### config.mk
export PLATFORM = sky130hd
export DESIGN_NAME = uart_confreg
export DESIGN_NICKNAME = d
export VERILOG_FILES = /design/src/rtl/uart_confreg.sv
export SDC_FILE = /design/constraint.sdc
export NUM_CORES = 1
export LEC_CHECK = 0
export ABC_AREA = 1
export CAP_MARGIN = 20
export CELL_PAD_IN_SITES_DETAIL_PLACEMENT = 1
export CELL_PAD_IN_SITES_GLOBAL_PLACEMENT = 1
export CORE_MARGIN = 1
export CORE_UTILIZATION = 32
export CTS_BUF_LIST = sky130_fd_sc_hd__clkbuf_4 sky130_fd_sc_hd__clkbuf_8
export CTS_CLUSTER_DIAMETER = 200
export DETAILED_ROUTE_END_ITERATION = 7
export DONT_BUFFER_PORTS = 1
export HOLD_SLACK_MARGIN = 0.03
export PLACE_DENSITY = 0.58
export SYNTH_ARGS = -nofsm -noshare
export SYNTH_HDL_FRONTEND = slang
export SYNTH_SLANG_ARGS = --single-unit
export TNS_END_PERCENT = 5
### constraint.sdc
create_clock -name clk -period 2.6 [get_ports clk]
set_input_delay 0.26 -clock clk [delete_from_list [all_inputs] [get_ports clk]]
set_output_delay 0.26 -clock clk [all_outputs]
set_load 0.02 [all_outputs]
### src/rtl/uart_confreg.sv
// Memory-mapped UART responder: TXDATA stores are queued in a TX FIFO and drained as
// one-cycle character pulses; RXDATA loads fetch one character from the simulator.
module uart_confreg #(
    parameter logic [63:0] BASE_ADDR = 64'h0000_0000_1000_0000,
    parameter int          TX_DEPTH  = 8,
    parameter int          TX_GAP    = 0
) (
    input  logic        clk,
    input  logic        rst_n,
    input  logic        conf_en,
    input  logic [7:0]  conf_wen,
    input  logic [63:0] conf_addr,
    input  logic [63:0] conf_wdata,
    output logic [63:0] conf_rdata,
    output logic        uart_out_valid,
    output logic [7:0]  uart_out_ch,
    output logic        uart_in_valid,
    input  logic [7:0]  uart_in_ch
);

    localparam int PTR_W = (TX_DEPTH > 1) ? $clog2(TX_DEPTH) : 1;
    localparam int CNT_W = $clog2(TX_DEPTH + 1);
    localparam logic [CNT_W-1:0] DEPTH_C = CNT_W'(TX_DEPTH);
    localparam logic [7:0]       GAP_C   = 8'(TX_GAP);

    function automatic logic [15:0] sat_inc16(input logic [15:0] v);
        return (v == 16'hFFFF) ? v : v + 16'd1;
    endfunction

    logic [7:0]       tx_mem [TX_DEPTH];
    logic [PTR_W-1:0] head;
    logic [PTR_W-1:0] tail;
    logic [CNT_W-1:0] count;
    logic [7:0]       gap_cnt;
    logic [15:0]      drop_cnt;

    logic        hit;
    logic        wr;
    logic [1:0]  sel;
    logic        tx_full;
    logic        tx_empty;
    logic        pop;
    logic        push_req;
    logic        push_ok;
    logic        drop;
    logic [63:0] rd_mux;
    logic [63:0] status;

    // Upper write-data lanes and the byte offset within a register are don't-care.
    logic unused_bits;
    assign unused_bits = ^{conf_wdata[63:8], conf_addr[2:0]};

    // Decode stage: address match, register select and FIFO handshake.
    assign hit      = conf_en && (conf_addr[63:5] == BASE_ADDR[63:5]);
    assign wr       = |conf_wen;
    assign sel      = conf_addr[4:3];
    assign tx_full  = (count == DEPTH_C);
    assign tx_empty = (count == '0);
    assign pop      = !tx_empty && (gap_cnt == 8'd0);
    assign push_req = hit && wr && (sel == 2'd0) && conf_wen[0];
    assign push_ok  = push_req && (!tx_full || pop);
    assign drop     = push_req && !push_ok;

    assign uart_in_valid = rst_n && hit && !wr && (sel == 2'd2);

    assign status = {32'd0, drop_cnt, {(8 - CNT_W){1'b0}}, count, 6'd0, tx_empty, tx_full};

    always_comb begin
        rd_mux = 64'd0;
        unique case (sel)
            2'd1:    rd_mux = status;
            2'd2:    rd_mux = {56'd0, uart_in_ch};
            default: rd_mux = 64'd0;
        endcase
    end

    // Storage stage: FIFO payload carries no reset, pointers decide what is live.
    always_ff @(posedge clk) begin
        if (push_ok) begin
            tx_mem[tail] <= conf_wdata[7:0];
        end
    end

    // Output stage: drain, pointer/count bookkeeping and registered read data.
    always_ff @(posedge clk or negedge rst_n) begin
        if (!rst_n) begin
            head           <= '0;
            tail           <= '0;
            count          <= '0;
            gap_cnt        <= 8'd0;
            drop_cnt       <= 16'd0;
            conf_rdata     <= 64'd0;
            uart_out_valid <= 1'b0;
            uart_out_ch    <= 8'd0;
        end else begin
            if (pop) begin
                head           <= head + 1'b1;
                uart_out_valid <= 1'b1;
                uart_out_ch    <= tx_mem[head];
                gap_cnt        <= GAP_C;
            end else begin
                uart_out_valid <= 1'b0;
                if (gap_cnt != 8'd0) begin
                    gap_cnt <= gap_cnt - 8'd1;
                end
            end

            if (push_ok) begin
                tail <= tail + 1'b1;
            end

            case ({push_ok, pop})
                2'b10:   count <= count + 1'b1;
                2'b01:   count <= count - 1'b1;
                default: count <= count;
            endcase

            if (drop) begin
                drop_cnt <= sat_inc16(drop_cnt);
            end

            if (hit && !wr) begin
                conf_rdata <= rd_mux;
            end
        end
    end

endmodule

==> results of run 1 <==
[per-layer routing]
layer / vias up / global-route usage (%) / share of wire [%]
met3: 18 / 3.92 / 4.4
met1: 2367 / 18.6 / 42
met4: 0 / 4.26 / 1.2
met2: 141 / 28.8 / 53
met5: - / 0 / 0
li1: 2368 / - / -
[worst reg2reg max path, delay by kind of cell, from the launching register on]
family | cells | cell delay (ns)
adder cells (fa/ha/maj) | 2 | 0.40
AO/OA/AOI/OAI | 1 | 0.15
buffers and inverters | 5 | 0.36
AND/OR/NAND/NOR | 11 | 0.99
flip-flops | 1 | 0.38
[worst max-delay path by stage]
stage,startpoint,slack (ns),cells past startpoint,endpoint
floorplan,gap_cnt[0],0.1,10,tx_mem[1][0]
global placement,gap_cnt[1],0.27,19,count[3]
detailed placement,gap_cnt[0],0.07,19,count[3]
CTS,gap_cnt[1],0.04,19,count[3]
global route,gap_cnt[1],-0.02,19,count[3]
finish,gap_cnt[0],0.22,19,count[3]
[cell usage after synthesis (all sizes together)]
cell type	number	share of area (%)
nand4	10	1.2
ha	9	1.7
o21bai	1	0.11
clkbuf	15	0.85
fa	1	0.30
or2	1	0.095
o22ai	1	0.095
inv	57	3.2
conb	1	0.057
o21ai	70	5.4
dfrtp	71	27
nand3b	1	0.11
nand3	26	2.2
mux2i	2	0.30
nand2	170	9.9
buf	39	4.4
a21oi	1	0.076
xor2	12	1.6
and2	1	0.095
nor3	12	0.98
nor2	129	8.3
clkinv	1	0.057
edfxtp	64	29
nor4	4	0.38
o221ai	16	2.1
xnor2	4	0.53
[cells by family after synthesis]
kind of cell | count (synthesis)
flops | 135
simple gates | 354
other cells | 1
mux | 2
buf+inv | 112
compound gates | 89
fa+ha+maj | 10
xor+xnor | 16
[sequential cells by signal, summed over array words and instances, names as in the netlist]
register        count
drop_cnt           16
head                3
tail                3
tx_mem             64
count               4
uart_out_valid      1
gap_cnt             8
uart_out_ch         8
conf_rdata         28
[final cells by class]
| class | instances | area, um2 | share of cell area, % |
|---|---|---|---|
| Inverter | 58 | 218 | 2.89 |
| Sequential cell | 135 | 3700 | 49.2 |
| Multi-Input combinational cell | 507 | 2510 | 33.4 |
| Clock inverter | 13 | 170 | 2.26 |
| Tap cell | 270 | 338 | 4.49 |
| Timing Repair Buffer | 37 | 335 | 4.46 |
| Clock buffer | 19 | 249 | 3.31 |
[repair_timing]
item | 4_1_cts | 5_1_grt
hold endpoints to repair | 141 | 0
hold buffers | 16 | 0
endpoints found under the setup margin | 0 | 1
buffers inserted | 0 | 0
resized for setup | 0 | 7
[through the flow]
stage          setup WS (ns)  hold WS [ns]  power (mW)
5_1_grt              -0.0249        0.0722        4.36
6_report               0.219        0.0666        4.22
4_1_cts               0.0429        0.0412        4.27
3_5_place_dp          0.0673       -0.0320        2.38
3_3_place_gp           0.269       -0.0318        2.38
2_1_floorplan         0.0959       -0.0356        2.41
[report_power, final]
part / switching (mW) / internal, mW
clock: 0.845 / 0.982
combinational: 0.114 / 0.0407
sequential: 0 / 2.24
total: 0.959 / 3.26
[cells in the final DEF, fill, tap and decap left out, types with 3 or more instances in the layout]
master	n
nand2_1	165
nor2_1	117
dfrtp_1	71
o21ai_0	67
edfxtp_1	64
inv_1	54
conb_1	36
nand3_1	24
buf_4	21
clkbuf_8	17
o221ai_1	16
dlygate4sd3_1	15
xor2_1	12
nor3_1	11
nand4_1	9
nor2_2	7
ha_1	7
nor4_1	4
xnor2_1	4
inv_6	4
nand2_2	3
inv_2	3
nor2_4	3
bufinv_16	3
clkinv_4	3
==> impl_metrics.sql, run 1 <==
INSERT INTO impl_metrics (metric_group, metric, value, unit) VALUES
('status', 'run_status', 'complete, no violations', ''),
('layout', 'finalCoreUtilization', '37.2', '%'),
('setup_path', 'worst-r2r-setup-slack', '0.22', 'ns'),
('setup_path', 'timing_worst_setup_path_type', 'flop to flop', ''),
('grt', 'grt_max_degree', '72', ''),
('pwr', 'leakagePower', '3.27', 'nW'),
('logic_synthesis', 'synth.cell_area', '6610', 'um2'),
('floorplanning', 'die_area', '21200', 'um2'),
('grt', 'grt_first_pass_wirelength', '26500', 'um'),
('detailed_routing', 'dr_total_vias', '4894', ''),
('logic_synthesis', 'synth_top_family_by_area', 'simple AND/OR/NAND/NOR gates', ''),
('layout', 'post_layout_nonfiller_instances', '1039', ''),
('timing', 'period_needed', '2.38', 'ns'),
('setup_path', 'launch_instance_of_the_worst_register_to_register_path', 'gap_cnt[0]', ''),
('logic_synthesis', 'synth_unique_cells', '40', ''),
('clock_network', 'tritoncts', 'yes', ''),
('setup_path', 'regToRegEndpoint', 'count[3]', ''),
('logic_synthesis', 'synthesis.instances', '719', ''),
('floorplanning', 'die_x', '146', 'um'),
('setup_path', 'worst_setup_path_start_kind', 'flop', ''),
('layout', 'final_design_area_no_fill', '7520', 'um2'),
('logic_synthesis', 'synth-warning-count', '0', ''),
('timing', 'final_setup_violating_endpoints', '0', ''),
('setup_path', 'crit_chain', 'inv_1 -> ha_2 -> inv_1 -> nor2_2 -> nand3_1 -> inv_1 -> nand3_2 -> nor2_4 -> nand2_4 -> inv_2 -> ha_4 -> a21oi_2 -> nand2_1 -> nand3_1 -> nand2_1 -> nand2_1 -> nand2_1 -> nand2_1 -> inv_1', ''),
('timing', 'timing.final.crit_share', '91.6', '%'),
('clock_network', 'worst_setup_hold_path_clk_slew', '0.07', 'ns'),
('pwr', 'power_density', '561', 'nW/um2'),
('clock_network', 'clock_latency', '0.44', 'ns'),
('clock_network', 'clock_sinks', '135', ''),
('timing', 'final_max_slew_viol_count', '0', ''),
('layout', 'n_fill_cell', '2375', ''),
('grt', 'global_routing_usage_summed_across_all_routing_layers', '15.9', '%'),
('timing', 'maxSlewHeadroom', '64.5', '%'),
('layout', 'drive_gt1_share', '10.5', '%'),
('layout', 'antenna-diode-count', '0', ''),
('setup_path', 'crit_path_max_delay_family', 'simple AND/OR/NAND/NOR gates', ''),
('setup_path', 'worst_path_largest_cell_delay', '0.38', 'ns'),
('logic_synthesis', 'synth-compound-area-share', '7.76', '%'),
('detailed_routing', 'detailedRoute.firstIterationViolations', '182', ''),
('clock_network', 'clock_tree.root_cell', 'clkbuf_8', ''),
('setup_path', 'crit_top_cell', 'nand2_1', ''),
('timing', 'tightestPinTransition', '0.527', 'ns'),
('logic_synthesis', 'share_of_the_yosys_chip_area_belonging_to_registers', '56.0', '%'),
('pwr', 'power.ir.vdd_worst', '0.268', 'mV'),
('setup_path', 'r2r_cells', '19', ''),
('floorplanning', 'top_level_ports', '221', ''),
('layout', 'finalNetCount', '913', ''),
('setup_path', 'worstSetupEndpointType', 'flop', ''),
('logic_synthesis', 'synthSimpleGateAreaFrac', '23.3', '%'),
('setup_path', 'critPathMaxFanout', '6', ''),
('floorplanning', 'core_region_area', '20200', 'um2'),
('logic_synthesis', 'post_synth_mux_area_share', '0.303', '%'),
('timing', 'skew', '0.0140', 'ns'),
('grt', 'antenna_violations_before_repair', '0', ''),
('logic_synthesis', 'number_of_register_bits_inferred_by_synthesis', '135', ''),
('timing', 'finalSetupTns', '0', 'ns'),
('setup_path', 'critical_path_arrival', '2.72', 'ns'),
('logic_synthesis', 'syn_avg_cell_area', '9.19', 'um2'),
('setup_path', 'worstPathRequired', '2.94', 'ns'),
('floorplanning', 'floorplan.initialDensity', '32.7', '%'),
('placed_design', 'buffers_added_on_ports', '0', ''),
('clock_network', 'clock_tree_buffer_depth', '2', ''),
('clock_network', 'tritoncts.num_buffers', '17', ''),
('timing', 'fmax', '0.420', 'GHz'),
('flow_run', 'cap_violations', '0', ''),
('grt', 'overflow_left_after_global_routing', '0', ''),
('floorplanning', 'placementRows', '52', ''),
('hold_path', 'whs_path_depth', '4', ''),
('clock_network', 'cts.htree.levels', '4', ''),
('grt', 'grt_pass1_vias', '5331', ''),
('logic_synthesis', 'yosys.area_share.xor_xnor', '2.12', '%');
(Power assumes the default switching activity.)
==> run 2: changes to the inputs <==
--- a/config.mk
+++ b/config.mk
@@ -10,5 +10,5 @@
 export CELL_PAD_IN_SITES_DETAIL_PLACEMENT = 1
 export CELL_PAD_IN_SITES_GLOBAL_PLACEMENT = 1
-export CORE_MARGIN = 1
+export CORE_MARGIN = 2
 export CORE_UTILIZATION = 32
 export CTS_BUF_LIST = sky130_fd_sc_hd__clkbuf_4 sky130_fd_sc_hd__clkbuf_8
@@ -18,4 +18,5 @@
 export HOLD_SLACK_MARGIN = 0.03
 export PLACE_DENSITY = 0.58
+export SLEW_MARGIN = 15
 export SYNTH_ARGS = -nofsm -noshare
 export SYNTH_HDL_FRONTEND = slang
==> constraint.sdc (replaced) <==
create_clock -name clk -period 2.6 [get_ports clk]
set_input_delay 0.52 -clock clk [delete_from_list [all_inputs] [get_ports clk]]
set_output_delay 0.52 -clock clk [all_outputs]
set_load 0.02 [all_outputs]
==> run 2 against run 1 <==
Effect of this change:
- die area rose by 2.8%
- critical path type unchanged
- sequential share of layout area rose by 1.2 points
- maximum frequency fell by 0.41%
==> impl_metrics.sql, run 2 (synthesis gave the netlist of run 1 again) <==
INSERT INTO impl_metrics (metric_group, metric, value, unit) VALUES
('clock_network', 'clock_latency', '0.44', 'ns'),
('timing', 'finalSetupTns', '0', 'ns'),
('setup_path', 'worst-r2r-setup-slack', '0.21', 'ns'),
('floorplanning', 'die_area', '21800', 'um2'),
('grt', 'grt_pass1_vias', '5165', ''),
('timing', 'tightestPinTransition', '0.577', 'ns'),
('detailed_routing', 'routed_wirelength', '16300', 'um'),
('timing', 'timing.final.crit_share', '92.0', '%'),
('hold_path', 'hold_critical_path_endpoint', 'tx_mem[3][0]', ''),
('layout', 'synthToLayoutAreaGrowth', '11.0', '%'),
('floorplanning', 'floorplan.initialDensity', '32.7', '%'),
('grt', 'antenna_violations_before_repair', '1', ''),
('timing', 'setup_ws', '0.209', 'ns'),
('pwr', 'leakagePower', '3.21', 'nW'),
('setup_path', 'worstSetupEndpointType', 'flop', ''),
('detailed_routing', 'drc_violations', '0', ''),
('layout', 'most_common_cell_after_layout_fill_and_taps_aside', 'nand2_1', ''),
('placed_design', 'placedInstanceArea', '6900', 'um2'),
('grt', 'grt_first_pass_wirelength', '26200', 'um'),
('floorplanning', 'die_h', '148', 'um'),
('placed_design', 'buffers_added_on_ports', '0', ''),
('setup_path', 'r2r_cells', '12', ''),
('clock_network', 'clock_tree_buffer_depth', '2', ''),
('timing', 'fmax', '0.418', 'GHz'),
('detailed_routing', 'avgViaCountPerCell', '4.71', ''),
('hold_path', 'hold_start', 'conf_wdata[0]', ''),
('clock_network', 'tritoncts.num_buffers', '17', ''),
('floorplanning', 'core_region_area', '20200', 'um2'),
('detailed_routing', 'detailedRoute.firstIterationViolations', '225', ''),
('layout', 'final_design_area_no_fill', '7340', 'um2'),
('floorplanning', 'placementRows', '52', ''),
('setup_path', 'launch_instance_of_the_worst_register_to_register_path', 'gap_cnt[0]', ''),
('placed_design', 'place_ws', '0.0792', 'ns'),
('layout', 'max_flop_register', 'tx_mem', ''),
('layout', 'layout_common_cells', '165 x nand2_1, 117 x nor2_1, 71 x dfrtp_1, 67 x o21ai_0, 64 x edfxtp_1', ''),
('pwr', 'overall_power_after_layout', '4.10', 'mW'),
('clock_network', 'cts.htree.levels', '4', ''),
('layout', 'finalNetCount', '900', ''),
('timing', 'final_setup_violating_endpoints', '0', ''),
('hold_path', 'whs_path_depth', '0', ''),
('status', 'run_status', 'complete, no violations', ''),
('grt', 'grt_max_degree', '72', ''),
('hold_path', 'min_path_type', 'primary input to flop', ''),
('clock_network', 'clock_sinks', '135', ''),
('placed_design', 'post-dp-hpwl', '11800', 'um'),
('timing', 'report.final.hold_viol_count', '0', ''),
('detailed_routing', 'ant_nets', '0', ''),
('clock_network', 'tritoncts', 'yes', ''),
('timing', 'period_needed', '2.39', 'ns'),
('floorplanning', 'top_level_ports', '221', ''),
('placed_design', 'place_congestion', '0.765', ''),
('timing', 'skew', '0.0116', 'ns'),
('setup_path', 'worst_setup_path_start_kind', 'flop', ''),
('detailed_routing', 'routed_wire_length_per_instance', '15.9', 'um'),
('grt', 'global_routing_usage_summed_across_all_routing_layers', '15.5', '%'),
('detailed_routing', 'dr_total_vias', '4828', ''),
('flow_run', 'cap_violations', '0', ''),
('setup_path', 'worstPathRequired', '2.73', 'ns'),
('setup_path', 'critPathMaxFanout', '8', ''),
('pwr', 'power.ir.vdd_worst', '0.261', 'mV'),
('timing', 'maxSlewHeadroom', '61.2', '%'),
('grt', 'overflow_left_after_global_routing', '0', ''),
('setup_path', 'critical_path_arrival', '2.52', 'ns'),
('setup_path', 'timing_worst_setup_path_type', 'flop to flop', ''),
('pwr', 'power_density', '558', 'nW/um2'),
('floorplanning', 'die_x', '148', 'um'),
('timing', 'final_max_slew_viol_count', '0', ''),
('layout', 'antenna-diode-count', '0', ''),
('layout', 'registers_with_the_highest_flip_flop_counts', 'tx_mem (64), conf_rdata (28), drop_cnt (16)', ''),
('layout', 'finalCoreUtilization', '36.3', '%'),
('setup_path', 'regToRegEndpoint', 'tx_mem[1][6]', ''),
('clock_network', 'clock_tree.root_cell', 'clkbuf_8', ''),
('clock_network', 'worst_setup_hold_path_clk_slew', '0.08', 'ns'),
('detailed_routing', 'drt_pass1_iterations', '4', ''),
('layout', 'drive_gt1_share', '10.8', '%'),
('layout', 'largest_register_ffs', '64', '');
==> run 2: changes by cell type in the layout (fill, tap and decap cells not counted) <==
| cell | change |
|---|---|
| dlygate4sd3_1 | -14 |
| clkinv_2 | +2 |
| clkinv_4 | -2 |
| buf_4 | +1 |
| bufinv_16 | -1 |
| clkinv_1 | -1 |
| ha_1 | +1 |
| ha_4 | -1 |
| inv_4 | +1 |
| inv_6 | +1 |
| nand2_2 | +1 |
| nand2_4 | -1 |
| nor2_2 | +1 |
| nor2_4 | -1 |
==> run 2: what timing repair did <==
| action | 4_1_cts | 5_1_grt |
|---|---|---|
| gates resized for setup | 0 | 4 |
| hold buffers | 2 | 0 |
| endpoints found under the hold margin | 71 | 0 |
| setup endpoints to repair | 0 | 11 |
| buffers inserted | 0 | 0 |
==> run 2: stage by stage <==
stage	instances	hold WS, ns
floorplan	754	0.224
global placement	992	0.226
detailed placement	992	0.226
CTS	1026	0.143
global route	1026	0.136
finish	1026	0.176
==> run 2: layout make-up <==
type                       count  area, um2
fill                        2353      12900
tap                          270        338
clock buffer                  19        249
inverter                      58        218
timing repair buffer          24        203
sequential                   135       3700
multi-input combinational    507       2490
clock inverter                13        144
==> run 2: critical path, cell delays in order (launching register included) <==
cell	delay, ns
dfrtp_1	0.38
inv_1	0.09
ha_2	0.19
inv_1	0.05
nor2_2	0.12
nand3_2	0.10
nor3_1	0.15
buf_4	0.17
nor2_2	0.04
nor2_2	0.19
nand2_1	0.16
nor3_1	0.20
buf_4	0.24
==> run 2: worst max path at each step <==
stage                        from      endpoint  depth (start not counted)
CTS                    gap_cnt[0]      count[3]                         19
floorplan           conf_addr[62]  tx_mem[1][0]                          8
global placement    conf_addr[28]      count[3]                         18
detailed placement  conf_addr[28]      count[3]                         18
finish                 gap_cnt[0]  tx_mem[1][6]                         12
global route           gap_cnt[0]      count[3]                         19
==> run 2: layer usage <==
metal  routed length [um]  vias to the layer above  track usage [%]
li1                     -                     2346                -
met1                 6890                     2320             18.6
met2                 8380                      148             27.7
met3                  850                       14             3.40
met4                  183                        0             4.71
met5                    0                        -                0
==> run 2: power breakdown <==
group,total (mW),switching (mW),leakage [nW],internal [mW]
sequential,2.24,0,1.51,2.24
clock,1.73,0.846,0.199,0.886
combinational,0.126,0.100,1.50,0.0263
total,4.10,0.946,3.21,3.15
